## src/rtl/bcd_countdown_timer.sv

```systemverilog
// bcd_countdown_timer
// Loads a packed-BCD HH:MM:SS preset and counts it down once per second.
// A second is CLK_DIV clock cycles. The counter flags expiry with a level
// (done) and a one-cycle pulse (done_pulse).
//
// Optional feature: define ALARM_TIMEOUT_EN to make DONE clear itself.
// After ALARM_SECS further seconds the state returns to IDLE. Without the
// macro, DONE holds until a valid load or reset, and ALARM_SECS is unused.
module bcd_countdown_timer #(
  parameter int CLK_DIV    = 100000000,
  parameter int ALARM_SECS = 10
) (
  input  logic       clk,
  input  logic       reset,
  input  logic       load,
  input  logic [7:0] h_in,
  input  logic [7:0] m_in,
  input  logic [7:0] s_in,
  input  logic       start,
  input  logic       stop,
  output logic [7:0] h_out,
  output logic [7:0] m_out,
  output logic [7:0] s_out,
  output logic       running,
  output logic       done,
  output logic       done_pulse,
  output logic       load_err
);

  localparam int PW = (CLK_DIV > 2) ? $clog2(CLK_DIV) : 1;

  typedef enum logic [1:0] {
    IDLE   = 2'd0,
    PAUSED = 2'd1,
    RUN    = 2'd2,
    DONE   = 2'd3
  } state_t;

  state_t        state_reg;
  logic [PW-1:0] presc_reg;
  logic [23:0]   time_reg;        // {hours, minutes, seconds}, packed BCD
  logic          done_pulse_reg;
  logic          load_err_reg;

  logic          load_ok;
  logic          tick;
  logic [23:0]   dec_value;
  logic [5:0]    borrow;

  // A preset is accepted only if every digit is legal BCD for its field.
  assign load_ok = (s_in[3:0] <= 4'd9) && (s_in[7:4] <= 4'd5) &&
                   (m_in[3:0] <= 4'd9) && (m_in[7:4] <= 4'd5) &&
                   (h_in[3:0] <= 4'd9) && (h_in <= 8'h23);

  assign tick = (presc_reg == PW'(CLK_DIV - 1));

  // Digit-wise BCD decrement, least-significant digit first.
  // The seconds units digit always takes the borrow. Each digit that
  // underflows wraps to its field maximum: 9 for units, 5 for minute and
  // second tens. Hours units also wrap to 9, so 10 -> 09 and 20 -> 19.
  // The hours tens digit never underflows because the value is non-zero
  // whenever a tick is applied.
  assign borrow[0] = 1'b1;
  generate
    for (genvar gi = 0; gi < 6; gi++) begin : g_digit
      localparam logic [3:0] WRAP = (gi == 1 || gi == 3) ? 4'd5 : 4'd9;
      logic [3:0] digit;
      assign digit = time_reg[gi*4 +: 4];
      assign dec_value[gi*4 +: 4] = !borrow[gi]      ? digit :
                                    (digit == 4'd0)  ? WRAP  :
                                                       digit - 4'd1;
      if (gi < 5) begin : g_borrow
        assign borrow[gi+1] = borrow[gi] & (digit == 4'd0);
      end
    end
  endgenerate

`ifdef ALARM_TIMEOUT_EN
  localparam int AW = (ALARM_SECS > 1) ? $clog2(ALARM_SECS + 1) : 1;
  logic [AW-1:0] alarm_cnt_reg;
`else
  // ALARM_SECS only sizes the alarm counter, which this build omits.
  if (ALARM_SECS < 0) begin : g_alarm_unused
  end
`endif

  // Main FSM. Within one cycle, load wins over stop, and stop wins over start.
  always_ff @(posedge clk) begin
    if (reset) begin
      state_reg      <= IDLE;
      presc_reg      <= '0;
      time_reg       <= '0;
      done_pulse_reg <= 1'b0;
      load_err_reg   <= 1'b0;
`ifdef ALARM_TIMEOUT_EN
      alarm_cnt_reg  <= '0;
`endif
    end else begin
      done_pulse_reg <= 1'b0;
      load_err_reg   <= 1'b0;
      if (load) begin
        // A rejected preset freezes everything for this cycle except the error pulse.
        if (load_ok) begin
          time_reg  <= {h_in, m_in, s_in};
          state_reg <= PAUSED;
          presc_reg <= '0;
`ifdef ALARM_TIMEOUT_EN
          alarm_cnt_reg <= '0;
`endif
        end else begin
          load_err_reg <= 1'b1;
        end
      end else begin
        case (state_reg)
          IDLE: begin
          end
          PAUSED: begin
            // A zero preset cannot be started.
            if (start && !stop && (|time_reg)) begin
              state_reg <= RUN;
              presc_reg <= '0;
            end
          end
          RUN: begin
            if (stop) begin
              // The prescaler keeps its count until the next start clears it.
              state_reg <= PAUSED;
            end else if (tick) begin
              presc_reg <= '0;
              time_reg  <= dec_value;
              if (dec_value == 24'h000000) begin
                state_reg      <= DONE;
                done_pulse_reg <= 1'b1;
`ifdef ALARM_TIMEOUT_EN
                alarm_cnt_reg  <= '0;
`endif
              end
            end else begin
              presc_reg <= presc_reg + PW'(1);
            end
          end
          DONE: begin
`ifdef ALARM_TIMEOUT_EN
            // Seconds keep ticking while the alarm sounds. The display stays at 00:00:00.
            if (tick) begin
              presc_reg <= '0;
              if (alarm_cnt_reg == AW'(ALARM_SECS - 1)) begin
                state_reg     <= IDLE;
                alarm_cnt_reg <= '0;
              end else begin
                alarm_cnt_reg <= alarm_cnt_reg + AW'(1);
              end
            end else begin
              presc_reg <= presc_reg + PW'(1);
            end
`endif
          end
          default: state_reg <= IDLE;
        endcase
      end
    end
  end

  assign h_out      = time_reg[23:16];
  assign m_out      = time_reg[15:8];
  assign s_out      = time_reg[7:0];
  assign running    = (state_reg == RUN);
  assign done       = (state_reg == DONE);
  assign done_pulse = done_pulse_reg;
  assign load_err   = load_err_reg;

endmodule

```

## config.mk

```make
export PLATFORM = sky130hd
export DESIGN_NAME = bcd_countdown_timer
export DESIGN_NICKNAME = d
export VERILOG_FILES = /design/src/rtl/bcd_countdown_timer.sv
export SDC_FILE = /design/constraint.sdc
export NUM_CORES = 1
export LEC_CHECK = 0
export BUFFER_PORTS_ARGS = -buffer_cell sky130_fd_sc_hd__buf_2
export CAP_MARGIN = 20
export CORE_MARGIN = 1
export CORE_UTILIZATION = 60
export DETAILED_ROUTE_END_ITERATION = 6
export HOLD_SLACK_MARGIN = 0.12
export PLACE_DENSITY = 0.85
export SYNTH_ARGS = -nofsm -noshare
export SYNTH_HDL_FRONTEND = slang
export SYNTH_SLANG_ARGS = --single-unit
```

## constraint.sdc

```tcl
create_clock -name clk -period 3.6 [get_ports clk]
set_input_delay 0.72 -clock clk [delete_from_list [all_inputs] [get_ports clk]]
set_output_delay 0.72 -clock clk [all_outputs]
set_load 0.05 [all_outputs]
```

-- After elaboration in Yosys (flattened, before gate mapping)
Cells that the tools add are included.
- add/subtract/negate cells: 7
- order comparisons: 6
- equal/unequal tests: 10
- mux-type cells: 31
- bitwise operators: 7
- reductions and logical operators: 24
- operator list (operator ; count):
    $mux 27 ; 5
    $mux 24 ; 5
    $pmux 27 s2 ; 1
    $mux 4 ; 11
    $add 27x1->27 const B ; 1
    $eq 27x27->1 const B ; 1
    $logic_not 24->1 ; 1
    $logic_not 4->1 ; 6
    $reduce_or 24->1 ; 1
    $sub 4x1->4 const B ; 6
    $le 4x4->1 const B ; 3
    $mux 2 ; 6
    $le 4x3->1 const B ; 2
    $le 8x6->1 const B ; 1
    $ne 4x3->1 const B ; 2
    $reduce_and 4->1 ; 2
    $logic_and 1x1->1 ; 7
    $ne 3x3->1 const B ; 2
    $reduce_and 5->1 ; 1
    $reduce_or 5->1 ; 1
    $and 1x1->1 ; 4
    $eq 2x2->1 const B ; 2
    $pmux 2 s2 ; 1
    $reduce_bool 2->1 ; 2
    other kinds (8) ; 11
- register bits: 55
- bits of input ports: 29
- word-level logic and storage cells: 90

-- Depth between registers and ports, before layout
Gate-level depths: netlist of run 1.
- word-level depth: 12
- mapped depth: 9
- gate-level depth less buffers: 7

-- Worst setup path before layout of run 1
OpenSTA, ideal clock, no wires.
- path kind: input to register
- from: in load
- to: reg time_reg[19]
- arrival time: 2.470 ns
- slack: 0.997 ns
- cell stages on the path: 7
- path through: buf_2 > or3b_1 > or2_4 > or4_4 > and2_4 > o21ai_0 > a21oi_1
- word-level cells in the longest chain between the ends: 2
- elaborated cells between the ends (all ways): 6
- those cells by class: 2 x eq/ne; 1 x mux; 3 x reduce/logical
- RTL lines (item ; RTL line ; text):
    start, declared ; 15 ; input logic load,
    $ne 2x2->1 (no line), or another cell as far along ; - ;
    $reduce_and 4->1 (no line) ; - ;
    end signal, assigned ; 104 ; time_reg <= {h_in, m_in, s_in};
    end signal, assigned ; 130 ; time_reg <= dec_value;
    end, declared ; 41 ; logic [23:0] time_reg;
Several ways; a longest one is shown, not always the timed one.
A chain may end at the register's enable or synchronous reset.

-- Worst setup path in the final report of run 1
- from: reg time_reg[0]
- to: reg presc_reg[22]
- word-level cells in the longest chain between the ends: 4
- RTL lines (item ; RTL line ; text):
    $reduce_or 24->1 ; 119 ; if (start && !stop && (|time_reg)) begin
    $logic_and 1x1->1 ; 119 ;
    $ne 3x3->1 (no line) ; - ;
    $reduce_and 4->1 (no line) ; - ;
    end signal, assigned ; 139 ; presc_reg <= presc_reg + PW'(1);
    end, declared ; 40 ; logic [PW-1:0] presc_reg;
No other way between the ends.

==> results of run 1 <==
## how the worst max path moves through the flow
stage	end	cells past startpoint
after floorplan	time_reg[19]	7
after global placement	presc_reg[3]	7
after detailed placement	presc_reg[1]	7
after CTS	presc_reg[1]	6
after global routing	presc_reg[22]	7
final	presc_reg[22]	7
## critical path, stage by stage, from the launching register on
cell     delay, ns
dfxtp_1       0.39
nor3_1        0.54
nand4_4       0.28
nor4_4        0.40
buf_4         0.25
or3_1         0.24
o21ai_2       0.33
a21oi_1       0.23
## routing by layer
layer  up-vias  wire length (um)  global-route usage  part of all wire
li1       1657                 -                   -                 -
met1      1571              3530               0.339              0.43
met2       155              3990               0.526              0.48
met3        18               543              0.0542             0.066
met4         0               173               0.121             0.021
met5         -                 0                   0                 0
## cells by family (layout without fill, tap and decap cells)
| family | after synthesis | count (layout) | share of synthesized area |
|---|---|---|---|
| flops | 55 | 55 | 0.339 |
| compound gates | 106 | 106 | 0.190 |
| xor+xnor | 16 | 16 | 0.0432 |
| fa+ha+maj | 1 | 1 | 0.00385 |
| buf+inv | 29 | 79 | 0.0385 |
| mux | 7 | 7 | 0.0231 |
| simple gates | 207 | 207 | 0.362 |
## power by group
group	switching [mW]	leakage (nW)	total [mW]	internal (mW)
Sequential	0.00476	0.444	0.617	0.612
Combinational	0.0699	0.909	0.109	0.0392
Clock	0.206	0.0470	0.358	0.152
Total	0.281	1.40	1.08	0.803
## cells in the mapped netlist, types with 2 or more instances
cell and count:
a21o_1 3, a21oi_1 41, a22o_1 2, a31oi_1 8
and2_1 6, and3_1 9, and4_1 7, buf_2 7
buf_4 2, clkbuf_1 11, dfxtp_1 55, inv_1 8
mux2_2 4, mux2i_1 3, nand2_1 40, nand3_1 24
nand3b_1 2, nand4_1 7, nand4b_1 2, nor2_1 37
nor2b_1 3, nor3_1 10, nor3b_1 3, nor4_1 20
nor4_4 2, nor4b_1 2, o211ai_1 3, o21a_1 3
o21ai_0 36, o31ai_1 2, or2_2 3, or3_1 15
or4_1 3, xnor2_1 14, xor2_1 2
## through the flow
step | worst slack [ns] | hold slack [ns] | util
after floorplan | 0.997 | 0.454 | -
after global placement | 0.642 | 0.464 | 0.691
after detailed placement | 0.546 | 0.486 | 0.691
after CTS | 0.873 | 0.503 | 0.708
after global routing | 0.662 | 0.528 | 0.708
final | 0.847 | 0.503 | 0.708
## layout make-up
type	instances	share of cell area
Inverter	9	0.00922
Sequential cell	55	0.301
Clock inverter	1	0.00137
Multi-Input combinational cell	337	0.551
Tap cell	70	0.0239
Clock buffer	6	0.0225
Timing Repair Buffer	63	0.0909
==> reports/summary.md, run 1 <==
The number of synthesized flops with an enable pin came out at 0. The power density over the cells is 296 mW/mm2, and the count of nets left with antenna violations after detail routing is 0. The run finished with clean final reports.

Number of setup violations in the final report: 0. The startpoint identified for the worst register-to-register timing path is time_reg[0]. The logs give 1.40 nW for the leakage power and 534 for the number of cells after detailed placement.

The run gives 0 as the max-capacitance violation count. The number of nets in the synthesized netlist is 451. 57 I/O pins were placed. After synthesis, the cell types taking the most area are dfxtp_1 34%, a21oi_1 6.3%, o21ai_0 5.6%, nand2_1 4.6%, nor2_1 4.3%. The count of hold-fix buffers inserted at cts was 0; the layout cell share with drive strength beyond 1 was 0.193.

The row count was 26. Worst path arrival time: 2.99 ns. The post-synthesis cell type count came out at 57. For the sequential area share after synthesis, the log shows 0.339. Entering global routing, the biggest net connects 43 pins. The run gives 0.627 as the effective utilization at floorplan. Path type of the worst min-delay path: reg2reg. The share of flip-flops with an asynchronous set or reset came out at 0.

The run gives 3.84 ns as the data required time at the worst endpoint. The number of gates given a new drive strength after cts is 0, and the final clock skew is 0.00815 ns. Synthesis produced a netlist whose cell count is 421.

The proportion of netlist area held by the largest area contributor is 0.339. The longest clock path from root to sink contains 2 buffers. For the detailed-routing iteration count for the pre-antenna-repair pass, the log shows 5. The final cycle utilization of the critical path works out to 0.765.

The library cell used most frequently in the layout, excluding fill and tap cells, is buf_2. The worst register-to-register path has a setup slack of 0.85 ns. For the maximum operating frequency, the log shows 0.363 GHz.

The register area was 0.00110 mm2. In this run the worst path has a maximum fanout of 26. Setup repair after global routing left no endpoint under its margin. For the placeable core area, the log shows 0.00517 mm2.

The clock reaches the later pin of the worst-skew pair after 0.32 ns. For the number of global-route vias before repair, the log shows 2956. The critical path startpoint category is a register. The die extent in y came out at 75.6 um.

Leaving out fill and tap cells, the most frequent cells in the layout are 56 x buf_2, 55 x dfxtp_1, 41 x a21oi_1. The post-route minimum period is 2.75 ns, and the count of synthesis-stage warnings from yosys is 0. The flip-flop count of the largest register after layout is 27. The run gives 0 as the count of inserted antenna diode cells. In the final layout, the multi-input gates occupy 0.00202 mm2. Tracing the worst setup path back leads to its startpoint at time_reg[0]. The logs give 223 uV for the worst IR drop on VDD and 5 for the total CTS buffers. After global routing the overflow that remains totals 0.

The run gives 0.00325 mm2 as the synthesized cell area. Once detailed placement completed, the half-perimeter wirelength came to 5810 um. Critical path endpoint category: a register. The startpoint identified for the worst hold timing path is presc_reg[23]. For the sum of negative setup slack, the log shows 0 ns.

For hold timing, the worst endpoint is presc_reg[23]. In this run the critical register-to-register path is captured at presc_reg[22]. The floorplan step defined a die boundary enclosing 0.00571 mm2. The first global-routing pass estimated 12800 um of wire. Buffers placed on the I/O ports in this run total 56. Fill cells in the final layout number 445. Averaged over all synthesized cells, the footprint is 7.71 um2.

The routed layout has 3401 vias. The count of cells in the finished layout, fillers not included, comes to 541. After detailed routing, the number of remaining DRC violations is 0. The number of antenna violations at the first check in global routing is 0, and the depth of the CTS H-tree is 2. The cell accounting for the most synthesized area was dfxtp_1. Dividing the detail-routed via count by the number of cells gives 6.29. The global router's overall resource usage is 0.292, and the worst reg-to-reg path cell count is 7.

The signed area change from the synthesized netlist to the final layout was 12.8%; the final instance area was 0.00366 mm2. For this design, the sink count on the clock tree is 55. The die boundary width was 75.6 um; the post-placement cell area was 0.00357 mm2. The synthesized design contains 55 register bits.

At the pin with the least slew margin, the transition time is 1.06 ns. For the final net count, the log shows 501. The detailed-route wire length per cell was 15.2 um; the headroom to the max-slew limit was 0.291. Wires add up to 8240 um. The final number of hold-violating endpoints was 0; the post-route total power was 1.08 mW. The run gives 0 as the count of pins over their slew limit. Along the worst hold path, the cell count comes to 2.

The initial DRC count came out at 294. Post-CTS setup repair buffer count: 0. The commonest register cell after synthesis is dfxtp_1. TritonCTS built the clock tree. Routability congestion estimate from global placement: 0.836.

The cell sitting at the root of the clock tree is a clkbuf_8. Clock-pin slew was measured on the worst setup and hold paths at 0.09 ns. The setup path with the least slack is of type reg2reg.
(Power assumes the default switching activity.)
==> inputs of run 2 (changes only) <==
--- a/config.mk
+++ b/config.mk
@@ -8,10 +8,10 @@
 export BUFFER_PORTS_ARGS = -buffer_cell sky130_fd_sc_hd__buf_2
 export CAP_MARGIN = 20
 export CORE_MARGIN = 1
-export CORE_UTILIZATION = 60
+export CORE_UTILIZATION = 56
 export DETAILED_ROUTE_END_ITERATION = 6
 export HOLD_SLACK_MARGIN = 0.12
-export PLACE_DENSITY = 0.85
+export PLACE_DENSITY = 0.8
 export SYNTH_ARGS = -nofsm -noshare
 export SYNTH_HDL_FRONTEND = slang
 export SYNTH_SLANG_ARGS = --single-unit
==> constraint.sdc (replaced) <==
create_clock -name clk -period 2.65 [get_ports clk]
set_input_delay 0.53 -clock clk [delete_from_list [all_inputs] [get_ports clk]]
set_output_delay 0.53 -clock clk [all_outputs]
set_load 0.05 [all_outputs]
==> reports/summary.md, run 2 (synthesis gave the netlist of run 1 again) <==
The slowest stage of the critical path is the or4_1 cell. The flow ran to the end, and the final reports show no timing, DRC or antenna violations. The depth of the CTS H-tree is 2 (unchanged), and the final net count is 510 (+1.8%). The worst-case setup slack after placement is 0.00986 ns (-0.536 ns).

The final cycle utilization of the critical path came out at 0.898 (+0.134). The worst setup path is captured at a register. Per-cell via count in the routed design: 6.16 (-2.0%). The total CTS buffers is 5 (unchanged), and the post-route minimum period is 2.38 ns (-0.372 ns).

Number of antenna violations at the first check in global routing: 0 (unchanged). Setup repair after global routing left no endpoint under its margin. The maximum fanout along the worst path is 13 (-50%).

Leaving out fill and tap cells, the most frequent cells in the layout are 56 x buf_2, 55 x dfxtp_1, 41 x a21oi_1. The die area was 0.00610 mm2 (+6.9%). The logs give 553 (+2.2%) for the number of cells in the finished layout apart from fillers and 3408 (+0.21%) for the count of vias placed by the detailed router. Leaving out fill and tap cells, the most frequent cell in the layout is buf_2.

The number of setup violations in the final report is 0 (unchanged), and the placeable core area is 0.00554 mm2 (+7.1%). The global router's overall resource usage is 0.283 (-0.00868), and the critical path depth is 7 (unchanged). The tools report the first-pass GRT wire length as 14100 um (+10%). The final clock skew came out at 0.00898 ns (+0.000832 ns). The peak per-stage delay on the critical path was 0.60 ns (+0.06 ns); the post-CTS setup repair buffer count was 0 (unchanged). CTS clock-pin slew for the worst setup and hold paths: 0.10 ns (about the same). The final number of hold-violating endpoints is 0 (unchanged). The tools report the sum of negative setup slack as 0 ns (unchanged). The flip-flop count of the largest register after layout is 27 (unchanged), and the layout cell share with drive strength beyond 1 is 0.210 (+0.0168).

The count of nets left with antenna violations after detail routing was 0 (unchanged). The run gives 545 (+2.1%) as the number of cells after detailed placement. The detailed-routing iteration count for the pre-antenna-repair pass was 6 (+1). The kind of critical path was reg2reg.

The number of gates given a new drive strength after cts is 0 (unchanged), and the die extent in y is 78.1 um (+3.4%). The number of global-route vias before repair is 3192 (+8.0%), and the worst hold path cell count is 2 (unchanged). The data required time at the worst endpoint was 2.90 ns (-0.94 ns).

For the max-capacitance violation count, the log shows 0 (unchanged). Traced cell by cell, the critical path runs through ha_1 > and4_1 > and2_1 > nand3_1 > or4_1 > or3_1 > a21oi_1. The routability congestion estimate from global placement was 0.845 (+1.1%); the TritonCTS sink count was 55 (unchanged).

The worst IR drop on VDD is 241 uV (+8.2%), and the headroom to the max-slew limit is 0.602 (+0.311). The count of port buffers added during placement works out to 56 (unchanged). The run gives 1.45 mW (+34%) as the post-route total power. TritonCTS built the clock tree.

The DRC violation count after routing is 0 (unchanged), and the worst reg-to-reg path cell count is 7 (unchanged). The run gives 0.586 (-0.0417) as the effective utilization at floorplan. The run gives 2.63 ns (-0.36 ns) as the worst path arrival time. The half-perimeter wire length of the detailed placement result is 6020 um (+3.5%), and the actual slew at the worst max-slew pin is 0.589 ns (-0.475 ns). The die boundary width is 78.1 um (+3.4%). The leakage power is 1.44 nW (+3.0%), and the row count is 27 (+3.8%). The run gives 8250 um (+0.19%) as the total wire length after detailed routing. The tree is rooted in a clkbuf_8. The post-layout worst setup margin is 0.269 ns (-0.578 ns), and the detailed-route wire length per cell is 14.9 um (-2.0%).

The tools report the count of hold-fix buffers inserted at cts as 0 (unchanged). The run gives 0.420 GHz (+16%) as the maximum operating frequency. The worst setup path is launched from a register.

The boundary pin count was 57 (unchanged). The tools report the total overflow reported by the global router as 0 (unchanged). The path type of the worst min-delay path was reg2reg. The family of cells with the greatest summed delay on the critical path is simple AND/OR/NAND/NOR gates. The logs give 0 (unchanged) for the count of pins over their slew limit and 0 (unchanged) for the count of inserted antenna diode cells. The worst path buffer plus inverter count was 0 (-1). The later-pin clock latency in the skew report was 0.31 ns (about the same); the initial DRC count was 286 (-2.7%).

The maximum number of pins on one net before global-route repair is 43 (unchanged), and the power density over the cells is 389 mW/mm2 (+31%). Relative to the synthesized area, the layout overhead comes to 14.9%. The buffer levels on the longest clock path was 2 (unchanged).
## run 2: changes by cell type in the layout (fill, tap and decap cells not counted)
| cell | delta |
|---|---|
| clkbuf_8 | -1 |
| clkinv_2 | +2 |
| buf_4 | +9 |
## run 2: metrics by stage
stage	hold WS, ns	instance area, um2	utilization
final	0.497	3730	0.673
after global placement	0.466	3640	0.658
after detailed placement	0.479	3640	0.658
after floorplan	0.454	3250	-
after global routing	0.528	3730	0.673
after CTS	0.496	3730	0.673
## run 2: worst reg2reg max path, cell delays in order (launching register included)
cell and delay (ns):
dfxtp_1 0.40, ha_1 0.20, and4_1 0.27, and2_1 0.23, nand3_1 0.08, or4_1 0.60
or3_1 0.41, a21oi_1 0.14
## run 2: metal layers
layer | track usage | wire [um] | up-vias
met2 | 0.485 | 4030 | 138
met4 | 0.126 | 155 | 0
met5 | 0 | 0 | -
met3 | 0.0616 | 517 | 19
li1 | - | - | 1669
met1 | 0.338 | 3550 | 1582
## run 2: layout make-up
| class | count | area, um2 |
|---|---|---|
| clock inverters | 3 | 15.0 |
| repair buffers | 72 | 400 |
| flip-flops and latches | 55 | 1100 |
| inverters | 9 | 33.8 |
| clock buffers | 5 | 68.8 |
| well taps | 72 | 90.1 |
| multi-input cells | 337 | 2020 |
| fillers | 502 | 1810 |
## run 2: where the power goes
group	internal, mW	total, mW	leakage [nW]	switching, mW
clock	0.182	0.459	0.0477	0.277
combinational	0.0581	0.152	0.951	0.0936
sequential	0.831	0.837	0.444	0.00598
## run 2: path summary, 6_finish.rpt
| kind | from | endpoint | slack [ns] |
|---|---|---|---|
| setup reg to reg | presc_reg[0] | presc_reg[22] | 0.27 |
| setup / recovery | presc_reg[0] | presc_reg[22] | 0.27 |
| hold / removal | presc_reg[26] | presc_reg[26] | 0.50 |
| hold reg to reg | presc_reg[26] | presc_reg[26] | 0.50 |
==> inputs of run 3 (changes only) <==
--- a/config.mk
+++ b/config.mk
@@ -8,10 +8,10 @@
 export BUFFER_PORTS_ARGS = -buffer_cell sky130_fd_sc_hd__buf_2
 export CAP_MARGIN = 20
 export CORE_MARGIN = 1
-export CORE_UTILIZATION = 56
+export CORE_UTILIZATION = 60
 export DETAILED_ROUTE_END_ITERATION = 6
 export HOLD_SLACK_MARGIN = 0.12
-export PLACE_DENSITY = 0.8
+export PLACE_DENSITY = 0.85
 export SYNTH_ARGS = -nofsm -noshare
 export SYNTH_HDL_FRONTEND = slang
 export SYNTH_SLANG_ARGS = --single-unit
==> constraint.sdc (replaced) <==
create_clock -name clk -period 3.08 [get_ports clk]
set_input_delay 0.616 -clock clk [delete_from_list [all_inputs] [get_ports clk]]
set_output_delay 0.616 -clock clk [all_outputs]
set_load 0.05 [all_outputs]
==> reports/summary.md, run 3 (synthesis gave the netlist of run 1 again) <==
The placeable core area came out at 0.00517 mm2 (-6.6%). Worst path buffer plus inverter count: 2 (+2). The flow ran to the end, and the final reports show no timing, DRC or antenna violations. Final cycle utilization of the critical path: 0.860. The worst hold path belongs to the class reg2reg. The count of inserted antenna diode cells was 0 (unchanged); the number of gates given a new drive strength after cts was 0 (unchanged). Walking the worst path, the cells encountered are buf_2 > nor4_1 > and3_1 > a21oi_1 > buf_4 > or4_1 > or3_1 > a21oi_1. The slowest stage of the critical path is the or4_1 cell.

The run gives 2.89 ns (+0.26 ns) as the worst path arrival time. Critical path startpoint category: an input pin. The tools report the post-CTS setup repair buffer count as 0 (unchanged). The tools report the maximum number of pins on one net before global-route repair as 43 (unchanged). The CTS clock-pin slew for the worst setup and hold paths came out at 0.09 ns (about the same). For the final number of hold-violating endpoints, the log shows 0 (unchanged). The number of antenna violations at the first check in global routing is 0 (unchanged), and the worst IR drop on VDD is 305 uV (+27%). The initial DRC count is 272 (-4.9%). The origin of the critical flop-to-flop path was presc_reg[10]. The run gives 12700 um (-10%) as the first-pass GRT wire length. Die area: 0.00571 mm2 (-6.5%). The per-cell via count in the routed design works out to 6.24 (+1.2%). Maximum fanout along the worst path: 13 (unchanged). The post-route minimum period is 2.65 ns. Row count: 26 (-3.7%).

Setup repair after global routing left no endpoint under its margin. The run gives 318 uW (-16%) as the net switching power figure. The family of cells with the greatest summed delay on the critical path was simple AND/OR/NAND/NOR gates. The later-pin clock latency in the skew report is 0.32 ns (about the same), and the flip-flop count of the largest register after layout is 27 (unchanged). The tools report the DRC violation count after routing as 0 (unchanged).

The tools report the total wire length after detailed routing as 8160 um (-1.1%). The power density over the cells came out at 342 mW/mm2 (-12%). The effective utilization at floorplan is 0.627 (+0.0417). The layout cell share with drive strength beyond 1 came out at 0.197 (-0.0134). Derived from the worst setup path, the maximum achievable clock frequency is 0.378 GHz. The cell that appears most often on the critical path is a21oi_1. The number of global-route vias before repair came out at 2929 (-8.2%). The kind of critical path is in2reg. The proportion of power drawn by combinational gates is 0.102 (-0.003). The count of port buffers added during placement was 56 (unchanged); the fraction of power spent switching nets was 0.253 (-0.00759).

The top cell types in the final layout, fill and taps aside, are 56 x buf_2, 55 x dfxtp_1, 41 x a21oi_1. The number of setup violations in the final report is 0 (unchanged), and the portion of total power attributed to the clock network is 0.325 (+0.008). Leakage power: 1.41 nW (-2.4%). The run gives 0 (unchanged) as the count of nets left with antenna violations after detail routing.

The run gives 503 (-1.4%) as the final net count. The run gives 2 (unchanged) as the depth of the CTS H-tree. The peak per-stage delay on the critical path was 0.73 ns (+0.13 ns). The tools report the start point of the worst hold path as presc_reg[26]. The die boundary width was 75.6 um (-3.3%); the global router's overall resource usage was 0.289 (+0.00621). For the max-capacitance violation count, the log shows 0 (unchanged).

Post-layout worst setup margin: 0.432 ns (+0.163 ns). Routability congestion estimate from global placement: 0.831 (-1.6%). The detailed-route wire length per cell was 15.0 um (+0.68%); the count of hold-fix buffers inserted at cts was 0 (unchanged). The logs give 0.0132 ns (+0.00419 ns) for the final clock skew and 5 (unchanged) for the total CTS buffers.

The boundary pin count is 57 (unchanged). The tree is rooted in a clkbuf_8. TritonCTS built the clock tree. The actual slew at the worst max-slew pin came out at 1.03 ns (+0.437 ns).

The sum of negative setup slack is 0 ns (unchanged), and the count of vias placed by the detailed router is 3387 (-0.62%). The total overflow reported by the global router was 0 (unchanged); the TritonCTS sink count was 55 (unchanged). The detailed-routing iteration count for the pre-antenna-repair pass was 5 (-1); the buffer levels on the longest clock path was 2 (unchanged). Critical path endpoint category: a register. Count of pins over their slew limit: 0 (unchanged). For the worst-case setup slack after placement, the log shows 0.124 ns (+0.114 ns). The most critical setup path has its startpoint at h_in[6]. The tools report the part of the total power dissipated in sequential elements as 0.573 (-0.005).

Most common cell after layout, fill and taps aside: buf_2. The half-perimeter wire length of the detailed placement result is 5900 um (-2.0%), and the signed area change from the synthesized netlist to the final layout is 13.3%. The tools report the data required time at the worst endpoint as 3.32 ns (+0.42 ns). Cell-internal power: 939 uW (-12%). The die extent in y is 75.6 um (-3.3%), and the headroom to the max-slew limit is 0.316 (-0.286).
[run 3: layer usage]
| layer | vias to the layer above | GRT usage | routed length [um] |
|---|---|---|---|
| li1 | 1652 | - | - |
| met1 | 1580 | 0.333 | 3470 |
| met2 | 143 | 0.534 | 4080 |
| met3 | 12 | 0.0516 | 475 |
| met4 | 0 | 0.107 | 125 |
| met5 | - | 0 | 0 |
[run 3: worst min-delay path: cells and delay by family, from the launching register on]
family / cells / cell delay (ns)
DFF: 1 / 0.33
AOI/OAI and AO/OA: 2 / 0.13
[run 3: stage by stage]
step,area (um2),instances,power [mW],hold WS [ns],utilization
6_report,3680,543,1.26,0.499,0.711
5_1_grt,3680,543,1.30,0.528,0.711
4_1_cts,3680,543,1.26,0.496,0.711
3_5_place_dp,3590,536,0.863,0.481,0.694
3_3_place_gp,3590,536,0.860,0.465,0.694
2_1_floorplan,3250,421,0.820,0.454,-
[run 3: power by group through the flow]
stage | combinational [mW] | sequential, mW | clock [mW]
floorplan | 0.0804 | 0.740 | 0
global placement | 0.123 | 0.737 | 0
detailed placement | 0.126 | 0.737 | 0
CTS | 0.127 | 0.720 | 0.415
global route | 0.139 | 0.721 | 0.443
finish | 0.128 | 0.720 | 0.408
[run 3: cell type report]
| type | instances | area [um2] |
|---|---|---|
| multi-input cells | 337 | 2020 |
| clock inverters | 1 | 5.00 |
| flip-flops and latches | 55 | 1100 |
| well taps | 70 | 87.6 |
| clock buffers | 6 | 82.6 |
| repair buffers | 65 | 348 |
| fillers | 420 | 1500 |
| inverters | 9 | 33.8 |
[run 3: final timing paths]
| path | end | slack, ns | cells past startpoint |
|---|---|---|---|
| max | presc_reg[22] | 0.43 | 8 |
| min | presc_reg[26] | 0.50 | 2 |
| max reg2reg | presc_reg[1] | 0.47 | 5 |
| min reg2reg | presc_reg[26] | 0.50 | 2 |
